===== src/rtl/cpu_pkg.sv =====
// Shared types and constants for the execute/writeback slice of the CPU.
// The writeback entry struct is the payload stored in the writeback FIFO.
package cpu_pkg;

    localparam int DATA_W = 16;
    localparam int REG_AW = 3;

    // Bit positions inside the architectural {N, Z, C} flag vector
    localparam int FLAG_C = 0;
    localparam int FLAG_Z = 1;
    localparam int FLAG_N = 2;

    typedef struct packed {
        logic [DATA_W-1:0] result;
        logic              cout;
        logic              zero;
        logic [REG_AW-1:0] rd;
        logic              setflags;
    } wb_entry_t;

endpackage


===== src/rtl/sync_fifo.sv =====
// Generic synchronous FIFO with synchronous active-high reset.
// Besides the head entry it exposes the raw storage and a per-slot valid
// vector so that the wrapper can scan every pending entry.
module sync_fifo #(
    parameter int WIDTH = 8,
    parameter int DEPTH = 2
) (
    input  logic                          clk,
    input  logic                          rst,
    input  logic                          wr_valid,
    output logic                          wr_ready,
    input  logic [WIDTH-1:0]              wr_data,
    output logic                          rd_valid,
    input  logic                          rd_ready,
    output logic [WIDTH-1:0]              rd_data,
    output logic [$clog2(DEPTH):0]        count,
    output logic [DEPTH-1:0][WIDTH-1:0]   entries,
    output logic [DEPTH-1:0]              entry_valid
);

    localparam int AW = $clog2(DEPTH);
    localparam int CW = AW + 1;

    logic [AW-1:0]                 wr_ptr_q, wr_ptr_d;
    logic [AW-1:0]                 rd_ptr_q, rd_ptr_d;
    logic [CW-1:0]                 count_q, count_d;
    logic [DEPTH-1:0][WIDTH-1:0]   mem_q, mem_d;
    logic                          push;
    logic                          pop;
    logic [AW-1:0]                 slot_offset;

    // Full/empty come from registered occupancy only, so neither handshake
    // output has a combinational path from the inputs.
    assign wr_ready    = (count_q != CW'(DEPTH));
    assign rd_valid    = (count_q != '0);
    assign push        = wr_valid & wr_ready;
    assign pop         = rd_ready & rd_valid;
    assign rd_data     = mem_q[rd_ptr_q];
    assign count       = count_q;
    assign entries     = mem_q;

    // Next-state for storage, pointers and occupancy; pointers wrap modulo DEPTH.
    always_comb begin
        mem_d    = mem_q;
        wr_ptr_d = wr_ptr_q;
        rd_ptr_d = rd_ptr_q;
        count_d  = count_q;
        if (push) begin
            mem_d[wr_ptr_q] = wr_data;
            wr_ptr_d        = wr_ptr_q + AW'(1);
        end
        if (pop) begin
            rd_ptr_d = rd_ptr_q + AW'(1);
        end
        case ({push, pop})
            2'b10:   count_d = count_q + CW'(1);
            2'b01:   count_d = count_q - CW'(1);
            default: count_d = count_q;
        endcase
    end

    // A slot is occupied when its distance from the read pointer is below the occupancy.
    always_comb begin
        slot_offset = '0;
        entry_valid = '0;
        for (int i = 0; i < DEPTH; i++) begin
            slot_offset    = AW'(i) - rd_ptr_q;
            entry_valid[i] = ({1'b0, slot_offset} < count_q);
        end
    end

    // State register; storage is cleared too so the head reads zero out of reset.
    always_ff @(posedge clk) begin
        if (rst) begin
            mem_q    <= '0;
            wr_ptr_q <= '0;
            rd_ptr_q <= '0;
            count_q  <= '0;
        end else begin
            mem_q    <= mem_d;
            wr_ptr_q <= wr_ptr_d;
            rd_ptr_q <= rd_ptr_d;
            count_q  <= count_d;
        end
    end

endmodule


===== src/rtl/alu_writeback.sv =====
// Writeback stage: buffers ALU results in a small FIFO, drains them to the
// register-file write port and maintains the architectural {N, Z, C} flags.
// Optional macro N_FLAG_EN adds storage for the negative flag; without it
// flags[2] is tied low.
module alu_writeback #(
    parameter int DATA_W = cpu_pkg::DATA_W,
    parameter int REG_AW = cpu_pkg::REG_AW,
    parameter int DEPTH  = 2
) (
    input  logic                     clk,
    input  logic                     rst,
    input  logic                     in_valid,
    output logic                     in_ready,
    input  logic [DATA_W-1:0]        in_result,
    input  logic                     in_cout,
    input  logic                     in_zero,
    input  logic [REG_AW-1:0]        in_rd,
    input  logic                     in_setflags,
    output logic                     wb_valid,
    input  logic                     wb_ready,
    output logic [REG_AW-1:0]        wb_addr,
    output logic [DATA_W-1:0]        wb_data,
    output logic [2:0]               flags,
    output logic [$clog2(DEPTH):0]   count,
    output logic [2**REG_AW-1:0]     busy_rd_mask
);

    import cpu_pkg::*;

    localparam int ENTRY_W = $bits(wb_entry_t);

    wb_entry_t                       in_entry;
    wb_entry_t                       head;
    wb_entry_t                       scan_entry;
    logic [ENTRY_W-1:0]              fifo_rd_data;
    logic [DEPTH-1:0][ENTRY_W-1:0]   fifo_entries;
    logic [DEPTH-1:0]                fifo_entry_valid;
    logic                            fifo_rd_valid;
    logic                            pop;
    logic                            c_q, c_d;
    logic                            z_q, z_d;

    assign in_entry.result   = in_result;
    assign in_entry.cout     = in_cout;
    assign in_entry.zero     = in_zero;
    assign in_entry.rd       = in_rd;
    assign in_entry.setflags = in_setflags;

    sync_fifo #(
        .WIDTH (ENTRY_W),
        .DEPTH (DEPTH)
    ) u_fifo (
        .clk         (clk),
        .rst         (rst),
        .wr_valid    (in_valid),
        .wr_ready    (in_ready),
        .wr_data     (in_entry),
        .rd_valid    (fifo_rd_valid),
        .rd_ready    (wb_ready & ~rst),
        .rd_data     (fifo_rd_data),
        .count       (count),
        .entries     (fifo_entries),
        .entry_valid (fifo_entry_valid)
    );

    // The write is suppressed while reset is held so a pending entry cannot
    // reach the register file on the same edge that discards it.
    assign head     = fifo_rd_data;
    assign wb_valid = fifo_rd_valid & ~rst;
    assign wb_addr  = head.rd;
    assign wb_data  = head.result;
    assign pop      = wb_valid & wb_ready;

    // Mark every register that still has a queued write so the hazard unit can stall readers.
    always_comb begin
        busy_rd_mask = '0;
        scan_entry   = '0;
        for (int i = 0; i < DEPTH; i++) begin
            scan_entry = fifo_entries[i];
            if (fifo_entry_valid[i]) begin
                busy_rd_mask[scan_entry.rd] = 1'b1;
            end
        end
    end

    // Carry and zero flags follow the draining entry only when it requests a flag update.
    always_comb begin
        c_d = c_q;
        z_d = z_q;
        if (pop && head.setflags) begin
            c_d = head.cout;
            z_d = head.zero;
        end
    end

    // Carry/zero flag register.
    always_ff @(posedge clk) begin
        if (rst) begin
            c_q <= 1'b0;
            z_q <= 1'b0;
        end else begin
            c_q <= c_d;
            z_q <= z_d;
        end
    end

`ifdef N_FLAG_EN
    logic n_q, n_d;

    // Negative flag takes the sign bit of the draining flag-setting result.
    always_comb begin
        n_d = n_q;
        if (pop && head.setflags) begin
            n_d = head.result[DATA_W-1];
        end
    end

    // Negative flag register.
    always_ff @(posedge clk) begin
        if (rst) begin
            n_q <= 1'b0;
        end else begin
            n_q <= n_d;
        end
    end

    // Assemble the visible flag vector.
    always_comb begin
        flags         = '0;
        flags[FLAG_C] = c_q;
        flags[FLAG_Z] = z_q;
        flags[FLAG_N] = n_q;
    end
`else
    // Assemble the visible flag vector; there is no negative flag in this build.
    always_comb begin
        flags         = '0;
        flags[FLAG_C] = c_q;
        flags[FLAG_Z] = z_q;
        flags[FLAG_N] = 1'b0;
    end
`endif

endmodule


===== config.mk =====
export PLATFORM = sky130hd
export DESIGN_NAME = alu_writeback
export DESIGN_NICKNAME = d
export VERILOG_FILES = /design/src/rtl/cpu_pkg.sv /design/src/rtl/sync_fifo.sv /design/src/rtl/alu_writeback.sv
export SDC_FILE = /design/constraint.sdc
export NUM_CORES = 1
export LEC_CHECK = 0
export ABC_AREA = 0
export CAP_MARGIN = 20
export CORE_ASPECT_RATIO = 0.7
export CORE_MARGIN = 2
export CORE_UTILIZATION = 54
export CTS_CLUSTER_DIAMETER = 100
export DETAILED_ROUTE_END_ITERATION = 16
export GPL_ROUTABILITY_DRIVEN = 1
export PLACE_DENSITY = 0.85
export REMOVE_ABC_BUFFERS = 1
export SLEW_MARGIN = 15
export SYNTH_ARGS = -nofsm -noshare
export SYNTH_HDL_FRONTEND = slang
export SYNTH_SLANG_ARGS = --single-unit

===== constraint.sdc =====
create_clock -name clk -period 3.81 [get_ports clk]
set_input_delay 0.762 -clock clk [delete_from_list [all_inputs] [get_ports clk]]
set_output_delay 0.762 -clock clk [all_outputs]
set_load 0.005 [all_outputs]

==> summary.md <==
| Metric | Value |
|---|---|
| CP Data Required Time | `3.05 ns` |
| Root buffer selected by CTS | `clkbuf_8` |
| Crit. End Element | `output pin` |
| Pin count of the biggest net entering global routing | `73` |
| RSZ-0062 raised after global routing | `no` |
| P_leak | `1.271 nW` |
| Sw Share | `0.2799` |
| # nets final | `327` |
| Routed length on met2 | `2217 um` |
| Clock Power Share | `0.242` |
| Vias in the first global route | `1774` |
| Die height | `62.81 um` |
| Register-to-Register Path Depth | `5` |
| VDD IR max | `206.1 uV` |
| Reg-to-reg critical path startpoint | `u_fifo.count[0]$_SDFFE_PP0P_` |
| Setup Viol. Count Final | `0` |
| HPWL Detailed | `3455 um` |
| All-Layer GR Usage | `0.1884` |
| Sequential area share after synthesis | `0.3752` |
| Synth warn | `0` |
| Fillers | `393` |
| Final Slew Violations | `0` |
| Fin crit period | `2.811 ns` |
| Synthesis-to-finish area growth | `19.79%` |
| Hold WC Path Type | `reg -> reg` |
| Total Routed Length | `4875 um` |
| Max Root-Sink Buffers | `2` |
| Critical-path maximum fanout | `7` |
| Initial DRT Pass Iterations | `4` |
| Met1 Routed Length | `2379 um` |
| Crit share post-route | `0.7378` |
| Clk_lat worst skew | `0.30 ns` |
| RR Endpoint | `u_fifo.count[1]$_SDFFE_PP0P_` |
| Worst slew pin tran | `0.5855 ns` |
| CP Launch Type | `flop` |
| Core ar. | `4756 um2` |
| TritonCTS clock tree | `yes` |
| Critical path cell sequence | `a21oi_1 > or2_2 > o32ai_1 > clkdlybuf4s50_1` |
| Residual DRC | `0` |
| Max Clock Skew | `0.006102 ns` |
| Gpl congestion | `0.8629` |
| Synthesized flop and latch total | `50` |
| First-pass GRT wire length | `8086 um` |
| Ant diodes | `0` |
| Status | `finished, final reports clean` |
| IO buf count | `58` |
| Num rows | `21` |
| Maximum clock frequency | `355.7 MHz` |
| Comb pwr share | `0.285` |
| Initial antenna violation count | `0` |
| Min-delay src | `u_fifo.entries[37]$_SDFFE_PP0P_` |
| Flop pwr share | `0.473` |
| Syn Area/Cell | `9.917 um2` |
| H-Tree Depth | `2` |
| Delay-heaviest family, CP | `buffers and inverters` |
| Min-Delay Path Depth | `2` |
| Ys flop type | `dfxtp_1` |
| Layout cells sized above 1 | `0.1262` |
| Wirelength per Cell | `13.18 um` |
| Drt first-iter violations | `77` |
| Utilization after layout | `0.6719` |
| Ys async rst share | `0` |
| Final Hold Vio Count | `0` |
| Vias per cell | `4.946` |
| Max-cap violations | `0` |
| Switch Pwr | `366.0 uW` |
| Die ar. | `5527 um2` |
| Setup Fix Bufs, Post-CTS | `0` |
| Internal power | `941.4 uW` |
| Post-synth cell types | `30` |
| Arrival @ worst endpoint | `2.05 ns` |
| Slew headroom | `0.6097` |
| Mapped Cells | `269` |
| Setup CP Type | `reg -> out` |
| Buffers and inverters on the worst path | `1` |
| Top Ports | `60` |
| CTS sink cnt | `50` |
| Hold_buf cts | `0` |
| DRT antenna net count | `0` |
| Hold path endpoint | `u_fifo.entries[37]$_SDFFE_PP0P_` |
| Cts bufs inserted | `5` |
| PwrDens | `409.1 nW/um2` |
| Overflow after GRT | `0` |
| Setup TNS | `0 ns` |
| Met3 Wirelength | `258 um` |
| Synthesized area | `2668 um2` |
| Number of flops mapped to enable cells by yosys | `0` |
| Gates resized, CTS repair | `0` |
| Clock-pin slew on the worst setup and hold paths | `0.09 ns` |
| Slowest stage delay, CP | `0.55 ns` |
| Vias | `1830` |
| Critical Path Slowest Stage Cell | `clkdlybuf4s50_1` |
| Initial Util | `0.5609` |
| Highest metal used | `met4` |
| Die X | `88.01 um` |
| Worst R2R Setup Slack | `2.09 ns` |
area by class of cell:
cell class	count	area, um2	area share
Timing Repair Buffer	61	598.1	0.1872
Sequential cell	50	1001	0.3132
Tap cell	69	86.33	0.02702
Clock inverter	2	12.51	0.003915
Multi-Input combinational cell	178	1400	0.4381
Clock buffer	6	82.58	0.02584
Inverter	4	15.01	0.004699
power by group through the flow:
stage / combinational [mW] / clock [mW] / sequential [mW]
CTS: 0.377 / 0.327 / 0.617
global placement: 0.369 / 0 / 0.625
global route: 0.407 / 0.348 / 0.625
floorplan: 0.206 / 0 / 0.624
detailed placement: 0.374 / 0 / 0.629
finish: 0.373 / 0.317 / 0.618
through the flow:
| stage | instance area [um2] | setup slack, ns | hold slack, ns | std cells | power [mW] |
|---|---|---|---|---|---|
| finish | 3196 | 0.9989 | 0.4755 | 370 | 1.307 |
| global route | 3196 | 0.8732 | 0.5043 | 370 | 1.381 |
| CTS | 3196 | 0.9747 | 0.4765 | 370 | 1.321 |
| detailed placement | 3100 | 1.320 | 0.4596 | 362 | 1.004 |
| global placement | 3100 | 1.349 | 0.4563 | 362 | 0.9939 |
| floorplan | 2416 | 1.501 | 0.4446 | 232 | 0.8302 |
logic make-up after synthesis:
logic type | count (synthesis) | share of synthesized area
AND/OR/NAND/NOR | 86 | 0.2026
multiplexers | 66 | 0.2570
flip-flops | 50 | 0.3752
buffers and inverters | 41 | 0.09990
AO/OA/AOI/OAI | 22 | 0.05253
XOR/XNOR | 2 | 0.006568
adder cells (fa/ha/maj) | 1 | 0.004690
other | 1 | 0.001406
per-layer routing:
| metal | vias up | global-route usage |
|---|---|---|
| met5 | - | 0 |
| met4 | 0 | 0.05577 |
| met3 | 4 | 0.06341 |
| met2 | 49 | 0.2955 |
| met1 | 828 | 0.2447 |
| li1 | 949 | - |
flip-flops by register name, indices dropped and copies added, names as in the netlist:
register / flops
c_q: 1
z_q: 1
u_fifo.count: 2
u_fifo.wr_ptr_q: 1
u_fifo.entries: 44
u_fifo.rd_ptr_q: 1
worst max-delay path by stage:
| stage | from | endpoint | slack, ns | cells past startpoint |
|---|---|---|---|---|
| after global placement | rst | wb_valid | 1.35 | 4 |
| final | u_fifo.count[0]$_SDFFE_PP0P_ | busy_rd_mask[0] | 1.0 | 4 |
| after global routing | u_fifo.count[0]$_SDFFE_PP0P_ | busy_rd_mask[0] | 0.87 | 4 |
| after floorplan | u_fifo.rd_ptr_q$_SDFFE_PP0P_ | busy_rd_mask[0] | 1.50 | 3 |
| after detailed placement | u_fifo.count[0]$_SDFFE_PP0P_ | busy_rd_mask[0] | 1.32 | 4 |
| after CTS | u_fifo.count[0]$_SDFFE_PP0P_ | busy_rd_mask[0] | 0.97 | 4 |
placed cells by master, fill, tap and decap left out, types with 2 or more instances in the layout:
cell type and instances:
or3_1 3, or2_2 2, buf_4 3, o21ai_0 4
a21oi_1 4, a311oi_1 2, nand2_1 3, inv_1 3
nor2_1 2, o32ai_1 2, nand2b_1 71, clkbuf_8 6
mux2_2 20, a31oi_1 2, dfxtp_1 50, mux2i_1 46
o21bai_1 2, clkdlybuf4s50_1 57, o22ai_1 6
worst reg2reg max path: cells and delay by family, from the launching register on:
family / cells / cell delay (ns)
compound gates: 2 / 0.28
fa+ha+maj: 1 / 0.30
flops: 1 / 0.52
simple gates: 2 / 0.56
synth_stat cells (3+ instances only):
master / number / area [um2]
nand2b_1: 71 / 444.2
dfxtp_1: 50 / 1001
mux2i_1: 46 / 460.4
buf_4: 23 / 172.7
mux2_2: 20 / 225.2
clkbuf_1: 8 / 30.03
o22ai_1: 6 / 37.54
a21oi_1: 4 / 20.02
o21ai_0: 4 / 20.02
buf_2: 3 / 15.01
buf_6: 3 / 33.78
inv_1: 3 / 11.26
nand2_1: 3 / 11.26
or3_1: 3 / 18.77
Note: power is estimated with default switching activity, not from simulation.
